File: src/rtl/exception_controller.sv
// Exception sequencer: latches the winning cause and EPC, redirects fetch to a per-cause vector, and returns to EPC on eret.
// Latency: redirect outputs assert the cycle after the request is sampled; the return redirect asserts the cycle after eret.
// Backpressure: none; requests arriving outside IDLE are dropped, and an interrupt source must hold its request until int_ack.
module exception_controller #(
    parameter logic [31:0] VECTOR_BASE = 32'h0000_0180,
    parameter int          CNT_W       = 8
) (
    input  logic             clk,
    input  logic             rst,
    input  logic             exc_req,
    input  logic [1:0]       exc_id,
    input  logic             int_en,
    input  logic [31:0]      pc_in,
    input  logic             eret,
    output logic [1:0]       pc_sel,
    output logic [31:0]      pc_target,
    output logic             flush,
    output logic             int_ack,
    output logic             in_handler,
    output logic [31:0]      epc,
    output logic [1:0]       cause,
    output logic             double_fault,
    output logic [CNT_W-1:0] exc_count
);

    typedef enum logic [1:0] {IDLE, REDIRECT, HANDLER, RETURN} state_t;

    state_t      state;
    logic        take;
    logic [31:0] vector;

    // An external interrupt only qualifies while interrupts are enabled.
    assign take   = exc_req && ((exc_id != 2'd3) || int_en);
    assign vector = VECTOR_BASE + {26'd0, exc_id, 4'b0000};

    // All outputs are computed for the state being entered, so they are registered.
    always_ff @(posedge clk or posedge rst) begin
        if (rst) begin
            state        <= IDLE;
            pc_sel       <= 2'd0;
            pc_target    <= 32'd0;
            flush        <= 1'b0;
            int_ack      <= 1'b0;
            in_handler   <= 1'b0;
            epc          <= 32'd0;
            cause        <= 2'd0;
            double_fault <= 1'b0;
            exc_count    <= '0;
        end else begin
            case (state)
                IDLE: begin
                    if (take) begin
                        state      <= REDIRECT;
                        epc        <= pc_in;
                        cause      <= exc_id;
                        pc_sel     <= 2'd1;
                        pc_target  <= vector;
                        flush      <= 1'b1;
                        int_ack    <= (exc_id == 2'd3);
                        in_handler <= 1'b1;
                        if (exc_count != {CNT_W{1'b1}})
                            exc_count <= exc_count + 1'b1;
                    end
                end
                REDIRECT: begin
                    state     <= HANDLER;
                    pc_sel    <= 2'd0;
                    pc_target <= 32'd0;
                    flush     <= 1'b0;
                    int_ack   <= 1'b0;
                end
                HANDLER: begin
                    if (eret) begin
                        state      <= RETURN;
                        pc_sel     <= 2'd2;
                        pc_target  <= epc;
                        flush      <= 1'b1;
                        in_handler <= 1'b0;
                    end else if (exc_req && (exc_id != 2'd3)) begin
                        // Nested synchronous fault: flag it but keep the original EPC/cause.
                        double_fault <= 1'b1;
                    end
                end
                RETURN: begin
                    state     <= IDLE;
                    pc_sel    <= 2'd0;
                    pc_target <= 32'd0;
                    flush     <= 1'b0;
                end
            endcase
        end
    end

endmodule

File: config.mk
export PLATFORM = sky130hd
export DESIGN_NAME = exception_controller
export DESIGN_NICKNAME = d
export VERILOG_FILES = /design/src/rtl/exception_controller.sv
export SDC_FILE = /design/constraint.sdc
export NUM_CORES = 1
export LEC_CHECK = 0
export CAP_MARGIN = 20
export CORE_MARGIN = 10
export CORE_UTILIZATION = 42
export DETAILED_ROUTE_END_ITERATION = 8
export GPL_TIMING_DRIVEN = 0
export HOLD_SLACK_MARGIN = 0.08
export PLACE_DENSITY_LB_ADDON = 0.05
export SLEW_MARGIN = 20
export SYNTH_ARGS = -nofsm -noshare
export SYNTH_HDL_FRONTEND = slang
export SYNTH_SLANG_ARGS = --single-unit
File: constraint.sdc
create_clock -name clk -period 7.5 [get_ports clk]
set_input_delay 1.125 -clock clk [delete_from_list [all_inputs] [get_ports clk]]
set_output_delay 1.125 -clock clk [all_outputs]
set_load 0.01 [all_outputs]
; Yosys cells after proc, flatten, opt, wreduce, memory -nomap -nowiden
; Index checks and enable logic that the tools add are counted.
[totals]
word_cells = 49
in_bits = 39
out_inout_bits = 80
regBits = 82
[op_classes]
n_bitwise = 1
reduce_logical = 13
muxes = 15
eq_ne = 8
n_addsub = 2
[op_table]
columns = op, count
row1 = 32-bit case mux with 3 select lines, 1
row2 = 32-bit two-way mux, 2
row3 = 9-bit by 6-bit adder with 10-bit output (first input constant), 1
row4 = 3-bit AND reduction, 3
row5 = 8-bit by 1-bit adder with 8-bit output (second input constant), 1
row6 = 8-bit != test (second input constant), 1
row7 = 2-bit case mux with 4 select lines, 1
row8 = 2-bit equality test (second input constant), 3
row9 = 2-bit two-way mux, 3
row10 = 2-bit != test (second input constant), 3
row11 = 2-bit case mux with 3 select lines, 1
row12 = 2-bit AND reduction, 3
row13 = 1-bit two-way mux, 4
row14 = 1-bit case mux with 2 select lines, 2
row15 = 2-bit nonzero test, 2
row16 = 1-bit case mux with 3 select lines, 1
row17 = 2-bit by 1-bit equality test with 1-bit output (second input constant), 1
row18 = 1-bit logical AND, 2
row19 = 2-bit zero test, 1
row20 = 2-bit OR reduction, 1
row21 = 1-bit logical OR, 1
row22 = 1-bit inverter, 1

; Depth between registers and ports, before layout
; Gate-level depths: netlist of run 1.
[logic_depth]
word_depth = 5
mapped_depth = 8
depth_no_buf = 6

; Worst setup path after synthesis of run 1
; Ideal clock, no wire load.
[synth_timing]
path_type = in2reg
start = input int_en
end = register epc[0]
slack_ns = 5.302
setup_ns = 0.125
t_arrival_ns = 2.073
stages = 5
n_path_buf = 2
t_required_ns = 7.375
cell_sequence = nand3b_1 -> and3_1 -> buf_4 -> buf_6 -> mux2_4
[synth_between]
elab_chain_cells = 3
[synth_lines]
columns = item, line
row1 = from (decl), 12  ; input logic int_en,
row2 = 1-bit logical OR, 33  ; assign take = exc_req && ((exc_id != 2'd3) || int_en);
row3 = 1-bit logical AND, 33
row4 = 2-bit AND reduction (no line), -
row5 = to (signal assigned), 54  ; epc <= pc_in;
row6 = to (decl), 20  ; output logic [31:0] epc,
; Every way passes these cells.
; A chain may end at the register's enable or synchronous reset.

; Final worst setup path of run 1
[layout_timing]
start = register exc_count[2]
end = output exc_count[2]
[layout_lines]
columns = item, line
row1 = from (decl), 23  ; output logic [CNT_W-1:0] exc_count
row2 = from (signal assigned), 62  ; exc_count <= exc_count + 1'b1;
; No word-level cell between the ends.

==> impl_metrics.tcl, run 1 <==
set metrics [dict create \
    cp_slowest_cell "clkdlybuf4s50_1" \
    synth_top_cell_by_area "dfrtp_1" \
    utilization_pct 60.0 \
    drive_above_1_share_pct 16.5 \
    crit_chain "clkdlybuf4s50_1" \
    cp-end-kind "output port" \
    r2r_start "state[0]" \
    place_ws_ns 4.66 \
    dieArea_sq_um 12900 \
    drt-initial-drc-count 107 \
    diodes 0 \
    synth_edf_count 0 \
    dr.pass1.iters 4 \
    p_clk_share_pct 15.0 \
    cts_resized 0 \
    clkLatencyLatePin_ns 0.34 \
    cts_num_sinks 82 \
    min_period_over_period_pct 33.1 \
    p_total_mw 2.09 \
    clockBufferDepth 2 \
    antenna_found_initial 0 \
    setup_viol_count_final 0 \
    postSynthRegisterBits 82 \
    numCtsBuffers 9 \
    drv_slew 0 \
    intPower_mw 1.37 \
    vias 2771 \
    fin_tns_setup_ns 0 \
    coreArea_sq_um 8640 \
    critPathKind "flop to output port" \
    ant_nets 0 \
    arrival_ns 1.36 \
    dp_hpwl_um 7050 \
    switching_share_pct 34.7 \
    postCtsSetupRepairBufs 0 \
    grt_pass1_wl_um 16100 \
    portBuffers 117 \
    synth_area_sq_um 3670 \
    synthTopCellsByArea "dfrtp_1 56%, mux2_4 13%, nand2_1 4.9%, nand4_1 3.7%, nand3_1 3.4%" \
    htreeDepth 3 \
    path_buf_inv 1 \
    slowest_delay_ns 0.58 \
    drc 0 \
    period_needed_ns 2.49 \
    gp_congestion 0.802 \
    seqPwrFrac_pct 36.8 \
    nets 478 \
    die_w_um 114 \
    cp_max_fo 7 \
    p_sw_mw 0.726 \
    yosys.area.top_type_share_pct 55.9 \
    critPathRequiredTime_ns 6.38 \
    syn2layout_area_growth_pct 41.2 \
    ys_seq_area_share_pct 55.9 \
    wl_per_cell_um 17.9 \
    fillers 755 \
    grt_pass1_vias 2952 \
    rows 34 \
    status "completed" \
    min_from "double_fault" \
    hold_buffers 0 \
    fmax_mhz 402 \
    cts_tree "done" \
    synth_ff_type "dfrtp_1" \
    rsz0062_at_grt "no" \
    skew_ns 0.00801 \
    syn_inst 304 \
    initial_core_util_pct 42.5 \
    fp.dieH_um 114 \
    crit_path_start "exc_count[2]" \
    fin_ws_ns 5.01 \
    pin_count 119 \
    ff2ff_setup_slack_ns 5.58 \
    track_usage_pct 15.4 \
    synth.distinct_cells 41 \
    ir_drop_mv 0.193 \
    cap_violations 0 \
    hold_path.class "flop to flop" \
    hold_viol 0 \
    path_clk_slew_ns 0.08 \
    worstSetupStartpointType "flop" \
    syn_area_per_cell_sq_um 12.1 \
    leakage_nw 2.30 \
    p_comb_share_pct 48.2 \
    postSynth.asyncResetShare_pct 100 \
    routed_wirelength_um 9780 \
    cts-root-buf "clkbuf_8" \
    ys_warn_count 0 \
    relSlewSlack_pct 63.4 \
    grt_max_degree 43 \
    holdWs_ns 0.476 \
    final_common_cell "clkdlybuf4s50_1" \
    via_per_inst 5.08 \
    syn_nets 349 \
    mostFrequentLayoutCells "117 x clkdlybuf4s50_1, 82 x dfrtp_1, 48 x nand2_1" \
    cp_top_family "buffers and inverters" \
    worst_slew_pin_slew_ns 0.549 \
    grt_overflow 0 \
    power_density_nw_per_um2 404 \
]
[per-layer routing]
layer / wire length [um] / global-route usage [%] / vias up
li1: - / - / 1335
met3: 634 / 4.78 / 8
met4: 80 / 4.57 / 0
met5: 0 / 0 / -
met1: 4340 / 19.4 / 1359
met2: 4720 / 24.9 / 69
[registers in the layout (all words and copies together), names as in the netlist]
name	count
pc_sel	2
in_handler	1
epc	32
pc_target	32
flush	1
cause	2
double_fault	1
state	2
exc_count	8
int_ack	1
[layout make-up]
type / instances / area, sq um / share of cell area (%)
Tap cell: 108 / 135 / 2.61
Sequential cell: 82 / 2050 / 39.6
Buffer: 23 / 150 / 2.90
Clock inverter: 5 / 56.3 / 1.09
Multi-Input combinational cell: 196 / 1460 / 28.1
Inverter: 3 / 13.8 / 0.265
Clock buffer: 10 / 128 / 2.46
Timing Repair Buffer: 118 / 1190 / 23.0
[kinds of logic (layout without fill, tap and decap cells)]
| family | count (synthesis) | count (layout) | synth area share (%) |
|---|---|---|---|
| simple gates | 118 | 118 | 15.6 |
| flops | 82 | 82 | 55.9 |
| mux | 38 | 38 | 14.8 |
| compound gates | 30 | 30 | 6.27 |
| buf+inv | 26 | 159 | 4.40 |
| fa+ha+maj | 6 | 6 | 2.04 |
| xor+xnor | 4 | 4 | 0.954 |
[metrics by stage]
| stage | area, sq um | instances |
|---|---|---|
| after floorplan | 3670 | 304 |
| after global placement | 4980 | 529 |
| after detailed placement | 5000 | 530 |
| after CTS | 5180 | 545 |
| after global routing | 5180 | 545 |
| final | 5180 | 545 |
[power groups by stage]
| stage | sequential, mW | combinational [mW] | clock, mW |
|---|---|---|---|
| 5_1_grt | 0.803 | 1.09 | 0.340 |
| 4_1_cts | 0.773 | 1.03 | 0.322 |
| 3_5_place_dp | 0.779 | 1.03 | 0 |
| 6_report | 0.771 | 1.01 | 0.315 |
| 2_1_floorplan | 0.840 | 0.447 | 0 |
| 3_3_place_gp | 0.774 | 1.01 | 0 |
[Yosys cell counts (3+ instances only)]
cell type / count
dfrtp_1: 82
nand2_1: 48
mux2_4: 31
nand3_1: 25
nand4_1: 22
nor2_1: 8
a22o_1: 7
buf_6: 7
buf_2: 6
clkbuf_1: 6
ha_1: 6
mux2_2: 6
a21oi_1: 5
and3_1: 5
buf_1: 3
inv_1: 3
o21ai_0: 3
xnor2_1: 3
[worst paths after layout]
| check | end | cells after the start |
|---|---|---|
| min reg2reg | double_fault | 1 |
| max reg2reg | pc_target[1] | 6 |
| max | exc_count[2] | 1 |
| min in group asynchronous | epc[9] | 2 |
| min | double_fault | 1 |
| max in group asynchronous | cause[0] | 3 |
(Power assumes the default switching activity.)
==> run 2, diff against run 1 <==
==> constraint.sdc (replaced) <==
create_clock -name clk -period 2.2 [get_ports clk]
set_input_delay 0.33 -clock clk [delete_from_list [all_inputs] [get_ports clk]]
set_output_delay 0.33 -clock clk [all_outputs]
set_load 0.01 [all_outputs]
==> impl_metrics.tcl, run 2 (synthesized netlist as in run 1, its figures left out) <==
set metrics [dict create \
    ant_nets 0 \
    drt-initial-drc-count 101 \
    cts_num_sinks 82 \
    min_path_cells 3 \
    fmax_mhz 535 \
    rows 34 \
    nets 479 \
    via_per_inst 5.10 \
    slowest_delay_ns 0.43 \
    arrival_ns 2.16 \
    cp_max_fo 10 \
    ir_drop_mv 0.628 \
    regArea_sq_um 2050 \
    pin_count 119 \
    dieArea_sq_um 12900 \
    min_from "eret" \
    power_density_nw_per_um2 1390 \
    diodes 0 \
    fillers 729 \
    setup_viol_count_final 0 \
    rsz0062_at_grt "no" \
    cts_tree "done" \
    rr_worst_depth 6 \
    status "completed" \
    wl_per_cell_um 17.9 \
    numCtsBuffers 9 \
    critPathRequiredTime_ns 2.49 \
    p_total_mw 7.29 \
    drv_slew 0 \
    dr.pass1.iters 5 \
    die_w_um 114 \
    cap_violations 0 \
    coreArea_sq_um 8640 \
    drive_above_1_share_pct 16.9 \
    clkLatencyLatePin_ns 0.35 \
    grt_pass1_vias 2989 \
    leakage_nw 2.32 \
    relSlewSlack_pct 59.9 \
    postCtsSetupRepairBufs 0 \
    cts_resized 0 \
    cts-root-buf "clkbuf_8" \
    ff2ff_setup_slack_ns 0.33 \
    grt_overflow 0 \
    hold_path.class "input pin to flop" \
    drc 0 \
    dp_hpwl_um 7230 \
    syn2layout_area_growth_pct 42.7 \
    r2r_start "state[0]" \
    path_depth 6 \
    final_common_cell "clkdlybuf4s50_1" \
    path_buf_inv 3 \
    antenna_found_initial 0 \
    mostFrequentLayoutCells "117 x clkdlybuf4s50_1, 82 x dfrtp_1, 48 x nand2_1" \
    gp_congestion 0.820 \
    critPathKind "flop to flop" \
    path_clk_slew_ns 0.09 \
    hold_buffers 0 \
    initial_core_util_pct 42.5 \
    skew_ns 0.0118 \
    period_needed_ns 1.87 \
    utilization_pct 60.7 \
    grt_max_degree 31 \
    vias 2787 \
    cp-end-kind "flop" \
    hold_viol 0 \
    min_period_over_period_pct 85.0 \
    multiInputGateArea_sq_um 1460 \
    fin_tns_setup_ns 0 \
    portBuffers 117 \
    cp_slowest_cell "buf_1" \
    top_regs "epc: 32 flops, pc_target: 32 flops, exc_count: 8 flops" \
    clockBufferDepth 2 \
    worstSetupStartpointType "flop" \
    grt_pass1_wl_um 16000 \
    fp.dieH_um 114 \
    cp_top_family "buffers and inverters" \
    crit_path_start "state[0]" \
    worst_slew_pin_slew_ns 0.601 \
    htreeDepth 3 \
    routed_wirelength_um 9780 \
    track_usage_pct 15.4 \
    crit_chain "inv_1, ha_1, clkbuf_1, buf_1, nand4_1, nand3_1" \
]
[run 2: power breakdown]
part           switching [mW]  total, mW  internal [mW]
Clock                   0.569       1.21          0.644
Sequential              0.492       2.63           2.13
Combinational            1.43       3.45           2.02
[run 2: final timing paths]
| check | endpoint |
|---|---|
| worst max-delay path | pc_target[11] |
| worst min-delay path | pc_target[19] |
| worst max register to register | pc_target[11] |
| worst min register to register | double_fault |
| max in group asynchronous | pc_target[17] |
| min in group asynchronous | epc[7] |
[run 2: final cells by class]
class,instances,area share [%]
inverters,3,0.287
multi-input cells,196,27.8
flip-flops and latches,82,39.2
well taps,108,2.58
clock inverters,6,1.72
plain buffers,23,2.87
clock buffers,10,2.44
repair buffers,119,23.1
[run 2: layer usage]
layer	vias up	global-route usage, %	part of all wire [%]
li1	1336	-	-
met1	1377	18.5	42
met2	67	25.0	50
met3	7	5.56	7.8
met4	0	4.99	0.74
met5	-	0	0
[run 2: worst reg2reg max path, delay by kind of cell, from the launching register on]
| family | cells | cell delay (ns) |
|---|---|---|
| buf+inv | 3 | 0.97 |
| flops | 1 | 0.41 |
| simple gates | 2 | 0.28 |
| fa+ha+maj | 1 | 0.17 |
[run 2: metrics by stage]
| step | setup slack [ns] | hold slack (ns) | cells | cell area, sq um |
|---|---|---|---|---|
| floorplan | 0.564 | 0.465 | 304 | 3680 |
| global route | 0.0811 | 0.372 | 547 | 5240 |
| detailed placement | 0.176 | 0.456 | 531 | 5020 |
| global placement | -0.0615 | 0.458 | 529 | 4980 |
| CTS | 0.332 | 0.360 | 547 | 5240 |
| finish | 0.330 | 0.376 | 547 | 5240 |
==> run 3, diff against run 2 <==
==> constraint.sdc (replaced) <==
create_clock -name clk -period 1.7 [get_ports clk]
set_input_delay 0.255 -clock clk [delete_from_list [all_inputs] [get_ports clk]]
set_output_delay 0.255 -clock clk [all_outputs]
set_load 0.01 [all_outputs]
==> impl_metrics.tcl, run 3 (synthesized netlist as in run 1, its figures left out) <==
set metrics [dict create \
    r2r-end "pc_target[20]" \
    rsz0062_at_grt "yes" \
    place_ws_ns -0.249 \
    drt-initial-drc-count 115 \
    coreArea_sq_um 8640 \
    min_period_over_period_pct 96.6 \
    vias 2866 \
    clkLatencyLatePin_ns 0.36 \
    top_regs "epc: 32 flops, pc_target: 32 flops, exc_count: 8 flops" \
    routed_wirelength_um 10000 \
    rr_worst_depth 7 \
    p_total_mw 9.65 \
    hold_path.class "input pin to flop" \
    grt_pass1_vias 2992 \
    ir_drop_mv 0.818 \
    relSlewSlack_pct 59.4 \
    cts-root-buf "clkbuf_8" \
    cap_violations 0 \
    dieArea_sq_um 12900 \
    wl_met2_um 4920 \
    worstSetupStartpointType "flop" \
    via_per_inst 5.17 \
    utilization_pct 62.1 \
    dr.pass1.iters 4 \
    ff2ff_setup_slack_ns 0.06 \
    pin_count 119 \
    fmax_mhz 609 \
    final_common_cell "clkdlybuf4s50_1" \
    dp_hpwl_um 7230 \
    mostFrequentLayoutCells "116 x clkdlybuf4s50_1, 82 x dfrtp_1, 48 x nand2_1" \
    numCtsBuffers 9 \
    wl_met1_um 4180 \
    cts_tree "done" \
    worst_slew_pin_slew_ns 0.607 \
    grt_overflow 0 \
    hold_buffers 0 \
    syn2layout_area_growth_pct 46.0 \
    critPathKind "flop to flop" \
    r2r_start "state[1]" \
    min_from "exc_id[0]" \
    maxUsedRoutingLayer "met4" \
    min_path_cells 2 \
    grt_pass1_wl_um 16100 \
    rows 34 \
    hold_end "cause[0]" \
    drive_above_1_share_pct 20.9 \
    wl_per_cell_um 18.1 \
    fillers 714 \
    arrival_ns 1.89 \
    htreeDepth 3 \
    status "completed" \
    path_clk_slew_ns 0.08 \
    ant_nets 0 \
    skew_ns 0.00999 \
    grt_max_degree 31 \
    drc 0 \
    setup_viol_count_final 0 \
    fp.dieH_um 114 \
    cts_num_sinks 82 \
    track_usage_pct 15.5 \
    cp-end-kind "flop" \
    fin_ws_ns 0.0577 \
    cp_max_fo 8 \
    hold_viol 0 \
    diodes 0 \
    leakage_nw 2.39 \
    period_needed_ns 1.64 \
    antenna_found_initial 0 \
    wl_met3_um 787 \
    gp_congestion 0.820 \
    power_density_nw_per_um2 1800 \
    initial_core_util_pct 42.5 \
    clockBufferDepth 2 \
    drv_slew 0 \
    portBuffers 117 \
    nets 486 \
    die_w_um 114 \
    critPathRequiredTime_ns 1.94 \
]
==> run 3: layout make-up <==
| class | count | area [sq um] | area share, % |
|---|---|---|---|
| Tap cell | 108 | 135 | 2.52 |
| Multi-Input combinational cell | 196 | 1480 | 27.6 |
| Clock buffer | 10 | 128 | 2.38 |
| Clock inverter | 6 | 90.1 | 1.68 |
| Buffer | 21 | 186 | 3.48 |
| Sequential cell | 82 | 2050 | 38.3 |
| Inverter | 3 | 15.0 | 0.280 |
| Timing Repair Buffer | 128 | 1280 | 23.8 |
==> run 3: stage by stage <==
stage	hold WS [ns]	instance area, sq um	std cells	TNS, ns
final	0.238	5360	554	0
after global routing	0.281	5360	554	-0.0316
after CTS	0.301	5300	549	-0.0125
after detailed placement	0.456	5020	531	-16.01
after global placement	0.458	4980	529	-55.43
after floorplan	0.390	3680	304	0
==> run 3: critical path, cell delays in order, from the launching register on <==
cell and delay, ns:
dfrtp_1 0.43, inv_2 0.08, ha_2 0.18, a21bo_1 0.21, buf_6 0.14, and2_4 0.13, buf_6 0.13, a22o_1 0.23
==> run 3: worst max path at each step <==
stage	start	end	slack (ns)	depth (start not counted)
6_report	state[1]	pc_target[20]	0.06	7
5_1_grt	state[0]	pc_sel[0]	-0.009	5
4_1_cts	state[1]	epc[10]	-0.006	6
3_5_place_dp	exc_id[0]	pc_target[6]	-0.25	7
3_3_place_gp	rst	epc[25]	-0.49	2
2_1_floorplan	state[0]	pc_target[20]	0.06	8
==> run 3: power breakdown <==
part	total, mW	internal (mW)	switching [mW]
combinational	4.67	2.77	1.90
clock	1.58	0.834	0.747
sequential	3.40	2.76	0.640
total	9.65	6.37	3.28
==> run 3: repair_timing <==
item / in CTS / in global routing
gates resized for setup: 14 / 13
buffers inserted: 3 / 5
endpoints found under the setup margin: 68 / 50
pin swaps: 0 / 1
cloned: 0 / 1
==> run 3: per-layer routing <==
metal	vias up	GRT usage (%)
met5	-	0
met4	0	4.82
met3	16	5.51
met2	92	25.3
met1	1408	18.7
li1	1350	-
